$ cat config.mk
export PLATFORM = sky130hd
export DESIGN_NAME = aoi_bist_controller
export DESIGN_NICKNAME = d
export VERILOG_FILES = /design/src/rtl/aoi_bist_pkg.sv /design/src/rtl/aoi_bist_controller.sv
export SDC_FILE = /design/constraint.sdc
export NUM_CORES = 1
export LEC_CHECK = 0
export CAP_MARGIN = 20
export CORE_ASPECT_RATIO = 0.75
export CORE_MARGIN = 4
export CORE_UTILIZATION = 37
export CTS_CLUSTER_DIAMETER = 200
export DETAILED_ROUTE_END_ITERATION = 12
export SYNTH_ARGS = -nofsm -noshare
export SYNTH_HDL_FRONTEND = slang
export SYNTH_SLANG_ARGS = --single-unit
$ cat constraint.sdc
create_clock -name clk -period 3.58 [get_ports clk]
set_input_delay 0.716 -clock clk [delete_from_list [all_inputs] [get_ports clk]]
set_output_delay 0.716 -clock clk [all_outputs]
set_load 0.02 [all_outputs]
$ cat src/rtl/aoi_bist_pkg.sv
// Shared state encoding, last-vector constant and golden AOI function
// for the AOI cell self-test sequencer.
package aoi_bist_pkg;

    typedef enum logic [1:0] {
        IDLE   = 2'd0,
        SETTLE = 2'd1,
        CHECK  = 2'd2,
        DONE   = 2'd3
    } aoi_bist_state_t;

    localparam logic [2:0] VEC_LAST = 3'd7;

    function automatic logic aoi_expected(input logic [2:0] v);
        return ~((v[2] & v[1]) | v[0]);
    endfunction

endpackage

$ cat src/rtl/aoi_bist_controller.sv
// Self-test sequencer for one AND-OR-Inverter cell: walks all eight {a,b,c}
// vectors, waits SETTLE_CYCLES per vector, and records mismatches.
module aoi_bist_controller
    import aoi_bist_pkg::*;
#(
    parameter int unsigned SETTLE_CYCLES = 1
) (
    input  logic       clk,
    input  logic       rst,
    input  logic       start,
    input  logic       abort,
    output logic       aoi_a,
    output logic       aoi_b,
    output logic       aoi_c,
    input  logic       aoi_y,
    output logic       busy,
    output logic       done,
    output logic       pass,
    output logic [3:0] err_count,
    output logic       fail_valid,
    output logic [2:0] first_fail_vec
);

    localparam logic [3:0] SETTLE_LAST = 4'(SETTLE_CYCLES - 1);

    aoi_bist_state_t state_r, state_s;
    logic [2:0]      vec_r, vec_s;
    logic [3:0]      settle_cnt_r, settle_cnt_s;
    logic [3:0]      err_count_r, err_count_s;
    logic            fail_valid_r, fail_valid_s;
    logic [2:0]      first_fail_vec_r, first_fail_vec_s;
    logic            pass_r, pass_s;
    logic            mismatch_s;
    logic            busy_r;
    logic            done_r;
    logic [2:0]      pins_r;

    // Next-state, vector stepping and result bookkeeping.
    always_comb begin
        state_s          = state_r;
        vec_s            = vec_r;
        settle_cnt_s     = settle_cnt_r;
        err_count_s      = err_count_r;
        fail_valid_s     = fail_valid_r;
        first_fail_vec_s = first_fail_vec_r;
        pass_s           = pass_r;
        mismatch_s       = (aoi_y != aoi_expected(vec_r));
        case (state_r)
            IDLE: begin
                if (start) begin
                    state_s          = SETTLE;
                    vec_s            = 3'd0;
                    settle_cnt_s     = 4'd0;
                    err_count_s      = 4'd0;
                    fail_valid_s     = 1'b0;
                    first_fail_vec_s = 3'd0;
                    pass_s           = 1'b0;
                end else begin
                    state_s = IDLE;
                end
            end
            SETTLE: begin
                settle_cnt_s = settle_cnt_r + 4'd1;
                if (abort) begin
                    state_s = IDLE;
                end else if (settle_cnt_r == SETTLE_LAST) begin
                    state_s = CHECK;
                end else begin
                    state_s = SETTLE;
                end
            end
            CHECK: begin
                // An aborting check cycle leaves the partial results untouched.
                if (abort) begin
                    state_s = IDLE;
                end else begin
                    if (mismatch_s) begin
                        err_count_s = err_count_r + 4'd1;
                        if (!fail_valid_r) begin
                            fail_valid_s     = 1'b1;
                            first_fail_vec_s = vec_r;
                        end else begin
                            first_fail_vec_s = first_fail_vec_r;
                        end
                    end else begin
                        err_count_s = err_count_r;
                    end
                    if (vec_r == VEC_LAST) begin
                        state_s = DONE;
                        pass_s  = (err_count_s == 4'd0);
                    end else begin
                        state_s      = SETTLE;
                        vec_s        = vec_r + 3'd1;
                        settle_cnt_s = 4'd0;
                    end
                end
            end
            DONE: begin
                state_s = IDLE;
            end
            default: begin
                state_s = IDLE;
            end
        endcase
    end

    // State and result registers; status and pin outputs registered from next state.
    always_ff @(posedge clk) begin
        if (rst) begin
            state_r          <= IDLE;
            vec_r            <= 3'd0;
            settle_cnt_r     <= 4'd0;
            err_count_r      <= 4'd0;
            fail_valid_r     <= 1'b0;
            first_fail_vec_r <= 3'd0;
            pass_r           <= 1'b0;
            busy_r           <= 1'b0;
            done_r           <= 1'b0;
            pins_r           <= 3'd0;
        end else begin
            state_r          <= state_s;
            vec_r            <= vec_s;
            settle_cnt_r     <= settle_cnt_s;
            err_count_r      <= err_count_s;
            fail_valid_r     <= fail_valid_s;
            first_fail_vec_r <= first_fail_vec_s;
            pass_r           <= pass_s;
            busy_r           <= (state_s == SETTLE) || (state_s == CHECK);
            done_r           <= (state_s == DONE);
            pins_r           <= ((state_s == SETTLE) || (state_s == CHECK)) ? vec_s : 3'd0;
        end
    end

    assign aoi_a          = pins_r[2];
    assign aoi_b          = pins_r[1];
    assign aoi_c          = pins_r[0];
    assign busy           = busy_r;
    assign done           = done_r;
    assign pass           = pass_r;
    assign err_count      = err_count_r;
    assign fail_valid     = fail_valid_r;
    assign first_fail_vec = first_fail_vec_r;

endmodule

==> metrics.yaml, run 1 <==
ys_seq_area_frac: 0.402
grt_pass1_wl_um: 4200
gp_congestion: 0.859
crit_fanout: 8
worstReg2RegStart: "vec_r[0]"
vias_per_cell: 5.17
cts_setup_buffers: 0
grt_overflow: 0
drtAntennaViolNets: 0
cts_buffers: 3
ys_seq_elements: 23
portBuffers: 18
synth_cell_types: 38
htreeDepth: 1
syn_nets: 136
ys_warn_count: 0
drt_iter0_markers: 33
final_cell_mix: "dfxtp_1 (23), clkdlybuf4s50_1 (18), nor2_1 (16)"
rsz0062_at_grt: "false"
setup_viol: 0
status: "finished, final reports clean"
grt_usage: 0.132
grt_pass1_vias: 898
netlist_area_um2: 1140
hold_buffers: 0
drcViolationCount: 0
netlist_top_cells_area: "dfxtp_1 (40%), ha_1 (5.5%), a21oi_1 (5.2%)"
syn_area_per_cell_um2: 9.09
die_x_um: 72.2
worstHoldPathType: "flop to flop"
synthToLayoutAreaGrowth_pct: 21.4
fp.dieH_um: 56.2
postPlaceCellArea_um2: 1340
initial_utilization: 0.387
layout-drive-gt1-share: 0.0699
layout.cells.most_common: "dfxtp_1"
dr.pass1.iters: 4
synth-async-reset-ratio: 0
hpwlAfterDp_um: 1770
grt_start_max_net_pins: 18
final_area_um2: 1390
worst_r2r_endpoint: "busy"
tightest_slew_ns: 0.688
antenna_cells: 0
fin_util: 0.470
crit_end: "busy"
slew_viol_final: 0
cts_max_path_buffers: 2
cts_num_sinks: 23
clock-root-buffer: "clkbuf_8"
clkTransAtPathRegs_ns: 0.08
tritoncts: "yes"
slew_headroom: 0.540
wirelength_um: 2400
wl_per_cell_um: 13.2
worst_setup_path_start_kind: "input pin"
crit_start: "abort"
vias: 935
cap_violations: 0
cts_resized: 0
finClkSkew_ns: 0.00317
clk_latency_ns: 0.27
ir_worst_vdd_uv: 213
powerDensity_nw_per_um2: 347
netlist.area_leader.share: 0.402
synth_top_cell_by_area: "dfxtp_1"
antenna_found_initial: 0
period_share: 0.633
worst_ep_arrival_time_ns: 2.40
period_needed_ns: 2.27
num_rows: 17
end_kind: "flop"
holdWs_ns: 0.479
core_um2: 2960
synth_edf_count: 0
ioPinCount: 19
rr_worst_depth: 7
p_leak_nw: 0.521
crit_required_ns: 3.71
synth_flop_cell: "dfxtp_1"
die_area_um2: 4060
fin_ws_ns: 1.31
setup_tns_ns: 0
netlist_instances: 126
dpl_worst_slack_ns: 1.03
path_class: "input pin to flop"
reg2reg_slack_ns: 1.77
max_freq_mhz: 441
finalHoldViolCount: 0
num-nets-final: 154
worst max-delay path: stages:
cell             delay, ns
clkdlybuf4s50_1       0.56
nand2b_4              0.17
or2_1                 0.29
o21ai_0               0.19
ha_1                  0.34
nor2b_1               0.14
Yosys cell counts, types with 4 or more instances:
| library cell | instances |
|---|---|
| nand2_1 | 6 |
| buf_2 | 5 |
| nor2b_1 | 4 |
| nor3_1 | 4 |
| ha_1 | 5 |
| dfxtp_1 | 23 |
| a21oi_1 | 12 |
| xor2_1 | 4 |
| o21ai_0 | 7 |
| nor2_1 | 16 |
metrics by stage:
step           cells  power, W
3_3_place_gp     177  0.000330
2_1_floorplan    126  0.000313
6_report         181  0.000483
5_1_grt          181  0.000511
4_1_cts          181  0.000491
3_5_place_dp     177  0.000330
cell families (layout without fill, tap and decap cells):
| logic type | after synthesis | in the layout | synth area share |
|---|---|---|---|
| fa+ha+maj | 5 | 5 | 0.0546 |
| buf+inv | 9 | 26 | 0.0415 |
| flops | 23 | 23 | 0.402 |
| simple gates | 47 | 47 | 0.231 |
| compound gates | 33 | 33 | 0.192 |
| mux | 3 | 3 | 0.0262 |
| xor+xnor | 6 | 6 | 0.0525 |
where the power goes:
group          leakage (nW)  internal [W]  switching (W)
Sequential            0.186      0.000261     0.00000730
Clock                0.0255     0.0000777      0.0000811
Combinational         0.309     0.0000250      0.0000313
Total                 0.521      0.000363       0.000120
how the worst min path moves through the flow:
| stage | start | endpoint | slack (ns) | cells after the start |
|---|---|---|---|---|
| 5_1_grt | first_fail_vec[2] | first_fail_vec[2] | 0.51 | 1 |
| 6_report | first_fail_vec[2] | first_fail_vec[2] | 0.48 | 1 |
| 4_1_cts | first_fail_vec[2] | first_fail_vec[2] | 0.49 | 1 |
| 2_1_floorplan | settle_cnt_r[3] | settle_cnt_r[3] | 0.48 | 2 |
| 3_5_place_dp | first_fail_vec[2] | first_fail_vec[2] | 0.47 | 1 |
| 3_3_place_gp | first_fail_vec[0] | first_fail_vec[0] | 0.46 | 1 |
sequential cells by signal, indices dropped and copies added (netlist names):
register	count
fail_valid	1
pass	1
err_count	4
state_r	2
vec_r	3
first_fail_vec	3
done	1
busy	1
settle_cnt_r	4
pins_r	3
routing by layer:
layer  vias up  GRT usage  part of all wire
li1        479          -                 -
met1       423      0.191              0.54
met2        28      0.173              0.38
met3         5     0.0487             0.069
met4         0     0.0483             0.015
met5         -          0                 0
layout make-up:
| cell class | count | area, um2 |
|---|---|---|
| fill | 277 | 1570 |
| multi-input combinational | 94 | 637 |
| sequential | 23 | 460 |
| timing repair buffer | 19 | 188 |
| tap | 38 | 47.5 |
| clock buffer | 3 | 41.3 |
| inverter | 3 | 11.3 |
| clock inverter | 1 | 5.00 |
No activity file was read; power rests on OpenSTA's default activity.
==> inputs of run 2 (changes only) <==
- clock period: 3.58 -> 2.1 ns (I/O delays scaled with it)
==> run 2 against run 1 <==
Compared with the run above:
- sequential power increased by 70%
- design area increased by 3.8%
- largest cell class unchanged
- non-clock buffer count increased by 7
==> metrics.yaml, run 2 (same netlist as run 1, synthesis figures left out) <==
period_share: 0.851
finClkSkew_ns: 0.00251  # was 0.00317 ns
hpwlAfterDp_um: 1900  # was 1770 um
antenna_found_initial: 0  # unchanged
setup_tns_ns: 0  # unchanged
critPathTopFamily: "buffers and inverters"  # was simple AND/OR/NAND/NOR gates
layout.cells.most_common: "dfxtp_1"  # unchanged
initial_utilization: 0.387  # unchanged
dp_cells: 184  # was 177
die_x_um: 72.2  # unchanged
fillCellCount: 278  # was 277
crit_start: "err_count[0]"  # was abort
synthToLayoutAreaGrowth_pct: 26.0  # was 21.4%
wirelength_um: 2490  # was 2400 um
grt_usage: 0.129  # was 0.132
final_area_um2: 1440  # was 1390 um2
crit_chain: "clkdlybuf4s50_1"  # was clkdlybuf4s50_1 -> nand2b_4 -> or2_1 -> o21ai_0 -> ha_1 -> nor2b_1
ir_worst_vdd_uv: 479  # was 213 uV
path_class: "flop to output pin"  # was input pin to flop
fin_util: 0.488  # was 0.470
max_stage_delay_ns: 0.65  # was 0.56 ns
dr.pass1.iters: 4  # unchanged
worst_ep_arrival_time_ns: 1.37  # was 2.40 ns
drtAntennaViolNets: 0  # unchanged
num_rows: 17  # unchanged
status: "finished, final reports clean"  # unchanged
gp_congestion: 0.856  # was 0.859
cap_violations: 0  # unchanged
crit_fanout: 7  # was 8
clk_latency_ns: 0.26  # was 0.27 ns
grt_start_max_net_pins: 15  # was 18
worstReg2RegStart: "settle_cnt_r[0]"  # was vec_r[0]
cts_setup_buffers: 0  # unchanged
cts_buffers: 3  # unchanged
slew_headroom: 0.611  # was 0.540
hold_start: "first_fail_vec[2]"  # unchanged
vias_per_cell: 5.22  # was 5.17
worst_setup_path_start_kind: "flop"  # was input pin
crit_required_ns: 1.68  # was 3.71 ns
slew_viol_final: 0  # unchanged
fp.dieH_um: 56.2  # unchanged
drt_iter0_markers: 45  # was 33
tightest_slew_ns: 0.582  # was 0.688 ns
period_needed_ns: 1.79
htreeDepth: 1  # unchanged
antenna_cells: 0  # unchanged
clkTransAtPathRegs_ns: 0.08  # about the same
rsz0062_at_grt: "false"  # unchanged
drcViolationCount: 0  # unchanged
max_freq_mhz: 559
hold_buffers: 0  # unchanged
worstHoldPathType: "flop to flop"  # unchanged
worst-path-buf-inv: 1  # unchanged
grt_pass1_wl_um: 4200  # about the same
vias: 981  # was 935
die_area_um2: 4060  # unchanged
wl_per_cell_um: 13.2  # about the same
finalHoldViolCount: 0  # unchanged
p_leak_nw: 0.555  # was 0.521 nW
num-nets-final: 161  # was 154
cts_resized: 0  # unchanged
portBuffers: 18  # unchanged
powerDensity_nw_per_um2: 576  # was 347 nW/um2
grt_pass1_vias: 908  # was 898
postPlaceCellArea_um2: 1400  # was 1340 um2
layout-drive-gt1-share: 0.113  # was 0.0699
register_area_um2: 460  # unchanged
cts_max_path_buffers: 2  # unchanged
finalNonFillerCells: 188  # was 181
end_kind: "output pin"  # was flop
ioPinCount: 19  # unchanged
setup_viol: 0  # unchanged
clock-root-buffer: "clkbuf_8"  # unchanged
grt_overflow: 0  # unchanged
cts_num_sinks: 23  # unchanged
tritoncts: "yes"  # unchanged
multiInputGateArea_um2: 637  # unchanged
final_cell_mix: "dfxtp_1 (23), clkdlybuf4s50_1 (18), nor2_1 (16)"  # unchanged
core_um2: 2960  # unchanged
critPathSlowestCell: "clkdlybuf4s50_1"  # unchanged
==> run 2: cell types whose count changed in the layout (fill, tap and decap cells not counted) <==
cell	delta
buf_4	+7
==> run 2: through the flow <==
stage | power, W | hold WS (ns) | worst slack [ns]
6_report | 0.000831 | 0.476 | 0.312
5_1_grt | 0.000869 | 0.506 | 0.207
4_1_cts | 0.000840 | 0.484 | 0.314
3_5_place_dp | 0.000570 | 0.459 | 0.0720
3_3_place_gp | 0.000569 | 0.458 | 0.116
2_1_floorplan | 0.000533 | 0.480 | 0.544
==> run 2: layer usage <==
layer  GRT usage  part of all wire  vias up
li1            -                 -      498
met1       0.178              0.50      449
met2       0.189              0.40       32
met3      0.0523             0.088        2
met4      0.0214            0.0048        0
met5           0                 0        -
==> run 2: area by class of cell <==
cell class / count / share of cell area
sequential: 23 / 0.319
tap: 38 / 0.0330
multi-input combinational: 94 / 0.441
clock buffer: 3 / 0.0286
inverter: 3 / 0.00781
clock inverter: 1 / 0.00347
timing repair buffer: 26 / 0.167
==> run 2: where the power goes <==
part           internal, W  switching [W]
Sequential        0.000444      0.0000120
Combinational    0.0000486      0.0000550
Clock             0.000132       0.000139
==> run 2: path summary, 6_finish.rpt <==
check	endpoint	slack, ns	depth (start not counted)
worst max-delay path	err_count[0]	0.31	1
worst min-delay path	first_fail_vec[2]	0.48	1
worst max register to register	pins_r[0]	0.38	8
worst min register to register	first_fail_vec[2]	0.48	1
